File: src/rtl/uart_pkg.sv
// uart_pkg: UART state type, divider floor and parity helper shared by tx and rx
package uart_pkg;
    typedef enum logic [2:0] {IDLE, START, DATA, PARITY, STOP} uart_tx_state_t;
    localparam int UART_DIV_MIN = 2;
    function automatic logic uart_parity(input logic [7:0] data, input logic odd);
        return (^data) ^ odd;
    endfunction
endpackage

File: src/rtl/uart_tx_frontend_if.sv
// uart_tx_frontend_if: byte valid/ready handshake into the transmitter
interface uart_tx_frontend_if;
    logic       tx_valid_i;
    logic [7:0] tx_data_i;
    logic       tx_ready_o;
    modport master (output tx_valid_i, output tx_data_i, input tx_ready_o);
    modport slave (input tx_valid_i, input tx_data_i, output tx_ready_o);
endinterface

File: src/rtl/uart_sync_fifo.sv
// uart_sync_fifo: power-of-two synchronous FIFO with occupancy count
module uart_sync_fifo #(
    parameter int WIDTH = 8,
    parameter int DEPTH = 4
) (
    input  logic                     clk_i,
    input  logic                     srst_n_i,
    input  logic                     i_push,
    input  logic [WIDTH-1:0]         i_data,
    input  logic                     i_pop,
    output logic [WIDTH-1:0]         o_data,
    output logic                     o_full,
    output logic                     o_empty,
    output logic [$clog2(DEPTH):0]   o_level
);
    localparam int AW = $clog2(DEPTH);
    localparam int LW = AW + 1;
    logic [WIDTH-1:0] r_mem [DEPTH];
    logic [AW-1:0]    r_wptr, r_rptr;
    logic [AW:0]      r_level;
    logic             w_push, w_pop;
    assign w_push  = i_push & ~o_full;
    assign w_pop   = i_pop & ~o_empty;
    assign o_full  = r_level == LW'(DEPTH);
    assign o_empty = r_level == '0;
    assign o_level = r_level;
    assign o_data  = r_mem[r_rptr];
    always_ff @(posedge clk_i) begin
        if (!srst_n_i) begin
            r_wptr  <= '0;
            r_rptr  <= '0;
            r_level <= '0;
        end else begin
            if (w_push) r_wptr <= r_wptr + AW'(1);
            if (w_pop) r_rptr <= r_rptr + AW'(1);
            r_level <= r_level + LW'(w_push) - LW'(w_pop);
        end
    end
    always_ff @(posedge clk_i) begin
        if (w_push) r_mem[r_wptr] <= i_data;
    end
endmodule

File: src/rtl/uart_tx_frontend.sv
// uart_tx_frontend: FIFO-buffered 8-bit LSB-first UART transmitter with runtime divider
module uart_tx_frontend import uart_pkg::*; #(
    parameter int FIFO_DEPTH = 4,
    parameter int DIV_WIDTH  = 16
) (
    input  logic                          clk_i,
    input  logic                          srst_n_i,
    input  logic [DIV_WIDTH-1:0]          div_i,
    input  logic                          parity_en_i,
    input  logic                          parity_odd_i,
    input  logic                          stop2_i,
    uart_tx_frontend_if.slave             s_if,
    output logic                          tx_o,
    output logic                          busy_o,
    output logic [$clog2(FIFO_DEPTH):0]   fifo_level_o
);
    uart_tx_state_t       r_state, w_state_n;
    logic [DIV_WIDTH-1:0] r_div, r_timer, w_div_clamped;
    logic [2:0]           r_bit, w_bit_n;
    logic [7:0]           r_shift, w_fifo_data;
    logic                 r_par_en, r_par, r_stop2, r_tx, r_rdy;
    logic                 w_tx_n, w_wrap, w_pop, w_full, w_empty;
    uart_sync_fifo #(.WIDTH(8), .DEPTH(FIFO_DEPTH)) u_fifo (
        .clk_i    (clk_i),
        .srst_n_i (srst_n_i),
        .i_push   (s_if.tx_valid_i & s_if.tx_ready_o),
        .i_data   (s_if.tx_data_i),
        .i_pop    (w_pop),
        .o_data   (w_fifo_data),
        .o_full   (w_full),
        .o_empty  (w_empty),
        .o_level  (fifo_level_o)
    );
    assign s_if.tx_ready_o = srst_n_i & r_rdy & ~w_full;
    assign busy_o          = ~w_empty | (r_state != IDLE);
    assign tx_o            = r_tx;
    assign w_div_clamped   = (div_i < DIV_WIDTH'(UART_DIV_MIN)) ? DIV_WIDTH'(UART_DIV_MIN) : div_i;
    assign w_wrap          = r_timer == r_div - DIV_WIDTH'(1);
    // tx_o is registered from the next-state decision so each bit edge is glitch-free
    always_comb begin
        w_state_n = r_state;
        w_bit_n   = r_bit;
        w_tx_n    = r_tx;
        w_pop     = 1'b0;
        case (r_state)
            IDLE: begin
                w_tx_n = w_empty;
                if (!w_empty) begin
                    w_pop     = 1'b1;
                    w_state_n = START;
                end
            end
            START: if (w_wrap) begin
                w_state_n = DATA;
                w_bit_n   = '0;
                w_tx_n    = r_shift[0];
            end
            DATA: if (w_wrap) begin
                if (r_bit == 3'd7) begin
                    w_state_n = r_par_en ? PARITY : STOP;
                    w_bit_n   = '0;
                    w_tx_n    = r_par_en ? r_par : 1'b1;
                end else begin
                    w_bit_n = r_bit + 3'd1;
                    w_tx_n  = r_shift[1];
                end
            end
            PARITY: if (w_wrap) begin
                w_state_n = STOP;
                w_bit_n   = '0;
                w_tx_n    = 1'b1;
            end
            STOP: if (w_wrap) begin
                if (r_stop2 && !r_bit[0]) w_bit_n = 3'd1;
                else begin
                    w_pop     = ~w_empty;
                    w_state_n = w_empty ? IDLE : START;
                    w_tx_n    = w_empty;
                end
            end
            default: w_state_n = IDLE;
        endcase
    end
    always_ff @(posedge clk_i) begin
        if (!srst_n_i) begin
            r_state <= IDLE;
            r_tx    <= 1'b1;
            r_bit   <= '0;
            r_timer <= '0;
            r_rdy   <= 1'b0;
        end else begin
            r_state <= w_state_n;
            r_tx    <= w_tx_n;
            r_bit   <= w_bit_n;
            r_timer <= (r_state == IDLE || w_wrap) ? '0 : r_timer + DIV_WIDTH'(1);
            r_rdy   <= 1'b1;
        end
    end
    // Frame configuration is captured at pop so mid-frame input changes wait for the next frame
    always_ff @(posedge clk_i) begin
        if (w_pop) begin
            r_shift  <= w_fifo_data;
            r_div    <= w_div_clamped;
            r_par_en <= parity_en_i;
            r_par    <= uart_parity(w_fifo_data, parity_odd_i);
            r_stop2  <= stop2_i;
        end else if (r_state == DATA && w_wrap) begin
            r_shift <= r_shift >> 1;
        end
    end
endmodule

File: src/flat_wrapper.sv
// flat-port wrapper written by rule: the top's interface ports become plain ports
module uart_tx_frontend_flat import uart_pkg::*;
#(
    parameter int FIFO_DEPTH = 4,
    parameter int DIV_WIDTH  = 16
)
  (clk_i, srst_n_i, div_i, parity_en_i, parity_odd_i, stop2_i, tx_o, busy_o, fifo_level_o, s_if_tx_valid_i, s_if_tx_data_i, s_if_tx_ready_o);
  uart_tx_frontend_if s_if_i ();
  input  logic clk_i;
  input  logic srst_n_i;
  input  logic [DIV_WIDTH-1:0] div_i;
  input  logic parity_en_i;
  input  logic parity_odd_i;
  input  logic stop2_i;
  output logic tx_o;
  output logic busy_o;
  output logic [$clog2(FIFO_DEPTH):0] fifo_level_o;
  input wire logic [$bits(s_if_i.tx_valid_i)-1:0] s_if_tx_valid_i;
  input wire logic [$bits(s_if_i.tx_data_i)-1:0] s_if_tx_data_i;
  output wire logic [$bits(s_if_i.tx_ready_o)-1:0] s_if_tx_ready_o;
  assign s_if_i.tx_valid_i = s_if_tx_valid_i;
  assign s_if_i.tx_data_i = s_if_tx_data_i;
  assign s_if_tx_ready_o = s_if_i.tx_ready_o;
  uart_tx_frontend #(.FIFO_DEPTH(FIFO_DEPTH), .DIV_WIDTH(DIV_WIDTH)) u_core (.clk_i(clk_i), .srst_n_i(srst_n_i), .div_i(div_i), .parity_en_i(parity_en_i), .parity_odd_i(parity_odd_i), .stop2_i(stop2_i), .s_if(s_if_i), .tx_o(tx_o), .busy_o(busy_o), .fifo_level_o(fifo_level_o));
endmodule
File: config.mk
export PLATFORM = sky130hd
export DESIGN_NAME = uart_tx_frontend_flat
export DESIGN_NICKNAME = d
export VERILOG_FILES = /design/src/rtl/uart_pkg.sv /design/src/rtl/uart_tx_frontend_if.sv /design/src/rtl/uart_sync_fifo.sv /design/src/rtl/uart_tx_frontend.sv /design/src/flat_wrapper.sv
export SDC_FILE = /design/constraint.sdc
export NUM_CORES = 1
export LEC_CHECK = 0
export CAP_MARGIN = 20
export CORE_MARGIN = 2
export CORE_UTILIZATION = 50
export CTS_CLUSTER_SIZE = 28
export DETAILED_ROUTE_END_ITERATION = 7
export PLACE_DENSITY = 0.72
export SYNTH_ARGS = -nofsm -noshare
export SYNTH_HDL_FRONTEND = slang
export SYNTH_SLANG_ARGS = --single-unit
File: constraint.sdc
create_clock -name clk_i -period 12.9 [get_ports clk_i]
set_clock_uncertainty 0.1 [all_clocks]
set_input_delay 2.58 -clock clk_i [delete_from_list [all_inputs] [get_ports clk_i]]
set_output_delay 2.58 -clock clk_i [all_outputs]
set_load 0.05 [all_outputs]
### Word-level counts from Yosys, hierarchy flattened

Memories as Yosys holds them, arrays and structs flattened. A register that Yosys moved wholly into a read port is not among the register bits.
Cells that the tools add are included.

* memories kept: 1
* word-level logic and storage cells: 99
* memory bits (read-only): 0
* output and inout port bits: 6
* bits of input ports: 30
* latch bits: 0
* bits in writable memories: 32
* bits in registers: 58

* add/subtract/negate cells: 7
* divide/modulo/power cells: 0
* equality and inequality tests: 16
* shift operators: 0
* reductions and logical operators: 16
* multipliers: 0
* bitwise gates (word level): 10
* mux-type cells: 35
* $lt $le $gt $ge: 1

Memories
* u_core.u_fifo.r_mem: words 4, width 8, rd ports 1, clocked after Yosys merged registers in 1, wr ports 1, line uart_sync_fifo.sv:18 `logic [WIDTH-1:0] r_mem [DEPTH];`

Operator list (count)
* $mux W3: 13
* $add A16 B1 Y16 const B: 1
* $eq A16 B16 Y1: 1
* $lt A16 B2 Y1 const B: 1
* $mux W8: 2
* $sub A16 B1 Y16 const B: 1
* $pmux W3 S5: 1
* $mux W1: 14
* $ne A2 B1 Y1 const B: 7
* $eq A3 B3 Y1 const B: 3
* $pmux W3 S3: 1
* $reduce_xor A8 Y1: 1
* $reduce_and A7 Y1: 1
* $eq A3 B2 Y1 const B: 2
* $logic_not A3 Y1: 2
* $reduce_and A6 Y1: 1
* $reduce_bool A3 Y1: 2
* $and A1 B1 Y1: 5
* $pmux W1 S5: 1
* $reduce_and A5 Y1: 1
* $reduce_bool A5 Y1: 1
* $add A2 B1 Y2 const B: 2
* $mux W2: 2
* $ne A2 B2 Y1 const B: 2
* other kinds (13): 17

### Logic depth before layout (Yosys ltp)

Gate-level depths: netlist (run 1).

* depth after elaboration: 8
* depth in mapped cells: 16
* depth with buffers taken out: 16

### Cells and area by module

A second synthesis (run 1) with hierarchy kept.

* cells, all modules: 398
* area, all modules: 4533.1 µm²

Modules (own cells, without submodules)
* uart_tx_frontend: cells an instance 305, seq. area each 1291.2 µm², area an instance 2891.5 µm², times used 1
* uart_sync_fifo: cells an instance 93, seq. area each 1141.1 µm², area an instance 1641.6 µm², times used 1

### Worst setup path after synthesis (run 1)

No wires, ideal clock.

* path kind: input to output
* start: input srst_n_i
* end: output s_if_tx_ready_o
* buffers on the path: 0
* stages: 2
* slack: 6.727 ns
* arrival: 3.493 ns
* data required time: 10.220 ns
* cells stage by stage: nand2_1 > a21oi_1

* longest elaborated chain between the ends: 2

RTL lines
* from (decl): line flat_wrapper.sv:10 `input logic srst_n_i;`
* $and A1 B1 Y1 (2 in series): line uart_tx_frontend.sv:34 `assign s_if.tx_ready_o = srst_n_i & r_rdy & ~w_full;`
* to (decl): line flat_wrapper.sv:20 `output wire logic [$bits(s_if_i.tx_ready_o)-1:0] s_if_tx_ready_o;`

No other way between the ends.

### Worst setup path in the final report (run 1)

Ends and elaborated chain as after synthesis.

==> results of run 1 <==
-- flip-flops by register name, indices dropped and copies added, names as in the netlist, named ones only --
name                   cells
u_core.r_bit               3
u_core.r_div              16
u_core.r_par               1
u_core.r_par_en            1
u_core.r_rdy               1
u_core.r_shift             8
u_core.r_state             3
u_core.r_stop2             1
u_core.r_timer            16
u_core.tx_o                1
u_core.u_fifo.o_level      3
u_core.u_fifo.r_mem       32
u_core.u_fifo.r_rptr       2
u_core.u_fifo.r_wptr       2
-- metal layers --
metal	routed length, µm	part of all wire	vias up	track usage
met1	4560	0.48	1634	0.285
li1	-	-	1654	-
met3	512	0.054	15	0.0331
met2	4290	0.45	105	0.288
met5	0	0	-	0
met4	150	0.016	0	0.0728
-- cell usage in the layout (no fill, tap or decap), types with 9 or more instances in the layout --
cell,netlist,layout
edfxtp_1,59,59
nor2_1,38,38
clkdlybuf4s50_1,0,35
dfxtp_1,33,33
nand2_1,32,32
xnor2_1,28,28
inv_1,16,16
nand3_1,16,16
xor2_1,15,15
a21oi_1,12,12
nor3_1,10,10
nand4_1,10,10
o211ai_1,10,10
ha_1,10,10
and3_1,9,9
clkbuf_8,0,9
-- cell type report --
class	count	area share
clock inverter	7	0.0142
sequential	92	0.453
clock buffer	9	0.0231
timing repair buffer	39	0.0703
tap	129	0.0300
inverter	16	0.0112
multi-input combinational	299	0.398
-- per-stage QoR --
step | setup slack, ns | cells | instance area [µm²] | util
floorplan | 6.73 | 439 | 4760 | -
global placement | 5.72 | 573 | 5160 | 0.558
detailed placement | 5.69 | 573 | 5160 | 0.558
CTS | 5.67 | 589 | 5360 | 0.580
global route | 5.54 | 591 | 5370 | 0.581
finish | 5.67 | 591 | 5370 | 0.581
-- worst max-delay path by stage --
stage	to	cells after the start	startpoint
after CTS	s_if_tx_ready_o	5	srst_n_i
after detailed placement	s_if_tx_ready_o	5	srst_n_i
after global routing	s_if_tx_ready_o	5	srst_n_i
after global placement	s_if_tx_ready_o	5	srst_n_i
final	s_if_tx_ready_o	5	srst_n_i
after floorplan	s_if_tx_ready_o	2	srst_n_i
-- cell usage after synthesis, drive strengths merged (8+ instances only) --
library cell	count	area share
edfxtp	59	0.37
nor2	39	0.032
dfxtp	33	0.14
nand2	32	0.025
clkbuf	28	0.022
xnor2	28	0.052
inv	16	0.013
nand3	16	0.017
xor2	15	0.028
a21oi	12	0.013
ha	10	0.026
nand4	10	0.013
nor3	10	0.011
nor4	10	0.019
o211ai	10	0.016
and3	9	0.012
mux4	8	0.038
-- power by group through the flow --
stage          registers, mW  clock network [mW]  logic, mW
6_report               0.446               0.195      0.364
5_1_grt                0.455               0.211      0.403
4_1_cts                0.446               0.199      0.364
3_5_place_dp           0.453                   0      0.362
3_3_place_gp           0.451                   0      0.353
2_1_floorplan          0.440                   0      0.277
-- worst min-delay path, cell delays in order (launching register included) --
cell and delay (ns):
dfxtp_1 0.32, nand2_1 0.05, mux2i_1 0.06
-- logic make-up (layout without fill, tap and decap cells) --
kind of cell / after synthesis / count (layout)
AO/OA/AOI/OAI: 60 / 60
XOR/XNOR: 43 / 43
adder cells (fa/ha/maj): 11 / 11
buffers and inverters: 48 / 71
flip-flops: 92 / 92
multiplexers: 13 / 13
AND/OR/NAND/NOR: 172 / 172
==> metrics.md, run 1 <==
| Metric | Value |
|---|---|
| Clk pwr share | `0.194` |
| Height of the chip | `102 µm` |
| # fillers | `approximately 770` |
| Worst-path cell chain | `clkdlybuf4s50_1, buf_4, nand2_1, a21oi_1, clkdlybuf4s50_1` |
| Pint | `0.625 mW` |
| Hold path start | `u_core.r_bit[1]` |
| Mapped Cells | `439` |
| Slew headroom | `0.411` |
| Global-route wire length before repair | `15500 µm` |
| Unique cell type count in the Yosys netlist | `60` |
| Max Slew Vio Count | `0` |
| Gr ovfl total | `0` |
| Num rows | `35` |
| Combinational share of power | `0.362` |
| Post-CTS setup buffer count | `0` |
| Critical R2R Launch | `u_core.r_div[0]` |
| Maximum root-to-sink buffer count | `2` |
| Via count | `3408` |
| Psw | `0.380 mW` |
| Sw Ratio | `0.378` |
| Ant diodes | `0` |
| Num ports | `36` |
| Sequential power share | `0.444` |
| Synth warnings | `0` |
| Clock Pin Slew Worst Setup and Hold Paths | `approximately 0.10 ns` |
| Final Setup Violations | `0` |
| Sum of negative setup slack | `0 ns` |
| Gpl congestion | `0.867` |
| Peak VDD IR | `around 110 µV` |
| Layout cell share with drive strength beyond 1 | `0.0844` |
| Worst Hold Depth | `2` |
| Initial antenna violation count | `0` |
| Synth Area in Simple Gates | `0.202` |
| # resized after CTS | `0` |
| Area Overhead vs Synth | `12.9%` |
| Clk_lat worst skew | `0.37 ns` |
| CP top delay family | `buffers and inverters` |
| Most used DFF post-synth | `edfxtp_1` |
| Reg2Reg Depth | `16` |
| Status | `complete, no violations` |
| Number of global-route vias before repair | `around 3100` |
| Synthesis-stage register bit count | `92` |
| Post-DP HPWL | `6830 µm` |
| Mux share of post-synthesis cell area | `0.0484` |
| RSZ-0062 raised after global routing | `no` |
| Worst-path fanout max | `26` |
| Post-synth EDFFs | `59` |
| Multi-input gate area | `2140 µm²` |
| FFs w/ async S/R, synth | `0` |
| Max Clock Freq | `138 MHz` |
| Slowest Stage Delay on Critical Path | `0.88 ns` |
| Worst R2R Setup Slack | `8.28 ns` |
| Die X | `102 µm` |
| H-tree Lvls | `3` |
| Synth Area in XOR/XNOR | `0.0791` |
| Syn Area/Cell | `10.8 µm²` |
| Post-synthesis adder-cell area fraction | `0.0305` |
| CP max stage cell | `clkdlybuf4s50_1` |
| Worst Path Buf+Inv | `3` |
| Min Tclk post-route | `7.23 ns` |
| I/O Buffers | `35` |
| GRT Overall Usage | `0.194` |
| Final wirelength | `~9500 µm` |
| Most common cell on crit path | `clkdlybuf4s50_1` |
| Iteration-0 DRC count of the detailed router | `240` |
| Synthesized cell area | `4760 µm²` |
| Hold buffers post-CTS | `0` |
| Syn nets | `480` |
| Final period utilization | `0.561` |
| Actual slew at the worst max-slew pin | `0.882 ns` |
| Core ar. | `9240 µm²` |
| Capturing point of the worst reg2reg path | `u_core.u_fifo.o_level[2]` |
| Drt first pass iters | `6` |
| Final hold violations | `0` |
| Largest family of logic cells by synthesized area | `simple AND/OR/NAND/NOR gates` |
| WHS Endpoint | `u_core.r_bit[1]` |
| DIE AREA | `just over 10000 µm²` |
| Hold slack | `roughly 0.38 ns` |
| Final ANT Viol Nets | `0` |
| Post-synthesis sequential area ratio | `0.511` |
| Clk root buf | `clkbuf_8` |
| Hold Crit Class | `reg -> reg` |
| WS Path Type | `in -> out` |
| Maxcap violations | `0` |
| Initial Utilization | `0.515` |
| Worst Path Required | `between 10 and 15 ns` |
| Wire per inst | `16.1 µm` |
| Fin nets | `498` |
| Synth Area in Compound Gates | `0.0899` |
| Vias per cell | `a little under 6` |
| Pleak | `1.77 nW` |
| Pwr/cell area | `187 nW/µm²` |
| DRC | `0` |
| Register area | `2430 µm²` |
| Startpoint types | `input pin` |
| Largest net degree at the start of global routing | `27` |
| CTS Buf Count | `9` |
| Final Power | `approximately 1.0 mW` |
| CP arrival | `4.55 ns` |
| Crit path capture type | `primary output` |
| Clk sink count | `slightly above 90` |
| CTS tree | `done` |
(Power assumes the default switching activity.)
==> run 2, diff against run 1 <==
==> constraint.sdc (replaced) <==
create_clock -name clk_i -period 7.4 [get_ports clk_i]
set_clock_uncertainty 0.1 [all_clocks]
set_input_delay 1.48 -clock clk_i [delete_from_list [all_inputs] [get_ports clk_i]]
set_output_delay 1.48 -clock clk_i [all_outputs]
set_load 0.05 [all_outputs]
==> metrics.md, run 2 (synthesis gave the netlist of run 1 again) <==
| Metric | Value |
|---|---|
| Actual slew at the worst max-slew pin | `about 1.1 ns` |
| WS Path Type | `in -> out` |
| Pint | `1.09 mW` |
| DP Cell Count | `573` |
| DIE AREA | `about 10000 µm²` |
| Reg2Reg Depth | `16` |
| Clk_lat worst skew | `0.38 ns` |
| Max FFs per register | `32` |
| Post-CTS setup buffer count | `0` |
| CTS Buf Count | `9` |
| I/O Buffers | `35` |
| Worst-path cell chain | `clkdlybuf4s50_1, buf_4, nand2_1, a21oi_1, clkdlybuf4s50_1` |
| Startpoint types | `input pin` |
| Final period utilization | `0.681` |
| Worst Path Buf+Inv | `3` |
| Drt first pass iters | `4` |
| Psw | `0.678 mW` |
| Slowest Stage Delay on Critical Path | `approximately 0.87 ns` |
| Worst Hold Depth | `2` |
| Num ports | `36` |
| Sequential power share | `0.441` |
| Ant diodes | `0` |
| Commonest non-fill, non-tap cell in the layout | `edfxtp_1` |
| Post-DP HPWL | `7010 µm` |
| Max Slew Vio Count | `0` |
| Finished Layout Cells | `590` |
| # fillers | `about 790` |
| Initial Utilization | `0.515` |
| Area Overhead vs Synth | `13.1%` |
| Largest registers | `u_core.u_fifo.r_mem x32, u_core.r_div x16, u_core.r_timer x16` |
| Final ANT Viol Nets | `0` |
| Core Util, Final | `0.582` |
| DRC | `0` |
| Num rows | `35` |
| Largest net degree at the start of global routing | `27` |
| Die X | `102 µm` |
| Maxcap violations | `0` |
| Pwr/cell area | `between 300 and 400 nW/µm²` |
| Maximum root-to-sink buffer count | `2` |
| Core ar. | `a little over 9000 µm²` |
| Layout cell share with drive strength beyond 1 | `0.0824` |
| WP depth | `5` |
| Crit path capture type | `primary output` |
| CP max stage cell | `clkdlybuf4s50_1` |
| Hold buffers post-CTS | `0` |
| Clock Pin Slew Worst Setup and Hold Paths | `0.10 ns` |
| # resized after CTS | `0` |
| Final hold violations | `0` |
| Commonest cells after routing, fill and taps aside | `59 x edfxtp_1, 38 x nor2_1, 35 x clkdlybuf4s50_1, 33 x dfxtp_1, 32 x nand2_1` |
| Gr ovfl total | `0` |
| Gpl congestion | `0.860` |
| Wire per inst | `~17 µm` |
| Clk sink count | `92` |
| Final Setup Violations | `0` |
| Via count | `3409` |
| Global-route wire length before repair | `16200 µm` |
| Max Clock Freq | `198 MHz` |
| Worst-path fanout max | `26` |
| Peak VDD IR | `221 µV` |
| Vias per cell | `5.78` |
| Most common cell on crit path | `clkdlybuf4s50_1` |
| Worst Path Required | `5.82 ns` |
| Slew headroom | `0.275` |
| RSZ-0062 raised after global routing | `no` |
| Final wirelength | `9800 µm` |
| Register with the most flip-flops | `u_core.u_fifo.r_mem` |
| GRT Overall Usage | `0.201` |
| Number of global-route vias before repair | `about 3300` |
| Initial antenna violation count | `0` |
| Height of the chip | `102 µm` |
| Sum of negative setup slack | `0 ns` |
| Status | `complete, no violations` |
| CP arrival | `3.46 ns` |
| CP top delay family | `buffers and inverters` |
| Pleak | `1.77 nW` |
| Sw Ratio | `0.383` |
| Iteration-0 DRC count of the detailed router | `216` |
| CTS tree | `done` |
| Combinational share of power | `0.363` |
| Hold Crit Class | `reg -> reg` |
| Min Tclk post-route | `5.04 ns` |
| H-tree Lvls | `3` |
| Clk root buf | `clkbuf_8` |
| Clk pwr share | `0.197` |
| Fin nets | `approximately 500` |
run 2: cell count changes in the layout (fill, tap and decap cells not counted):
cell	delta
buf_4	-1
clkinv_8	+2
buf_6	+1
clkbuf_2	-1
inv_8	-2
run 2: final timing paths:
path	to	startpoint	slack, ns
max	s_if_tx_ready_o	srst_n_i	2.36
min	u_core.r_bit[1]	u_core.r_bit[1]	0.38
max reg2reg	u_core.u_fifo.o_level[2]	u_core.r_div[0]	2.84
min reg2reg	u_core.r_bit[1]	u_core.r_bit[1]	0.38
run 2: layer usage:
metal  track usage  wire, µm  up-vias
met5             0         0        -
met3        0.0442       475       14
met1         0.290      4780     1654
met2         0.304      4430       93
li1              -         -     1648
met4        0.0655       115        0
run 2: tightest hold or removal path, cell delays in order (launching register included):
cell	delay [ns]
dfxtp_1	0.33
nand2_1	0.06
mux2i_1	0.06
run 2: area by class of cell:
type	count	area, µm²	area share
inverters	16	60.1	0.0112
repair buffers	38	377	0.0700
clock buffers	9	124	0.0230
clock inverters	7	86.3	0.0160
multi-input cells	299	2140	0.398
flip-flops and latches	92	2430	0.452
well taps	129	161	0.0300
run 2: power by group through the flow:
stage	clock (mW)	combinational (mW)	sequential [mW]
floorplan	0	0.482	0.767
global placement	0	0.617	0.786
detailed placement	0	0.634	0.790
CTS	0.353	0.637	0.778
global route	0.374	0.703	0.796
finish	0.348	0.641	0.779
run 2: per-stage QoR:
stage	hold WS, ns	total power, mW	cell area, µm²	worst slack [ns]
CTS	0.389	1.77	5370	2.36
floorplan	0.342	1.25	4760	3.14
finish	0.382	1.77	5380	2.36
detailed placement	0.375	1.42	5160	2.38
global route	0.400	1.87	5380	2.24
global placement	0.356	1.40	5160	2.42
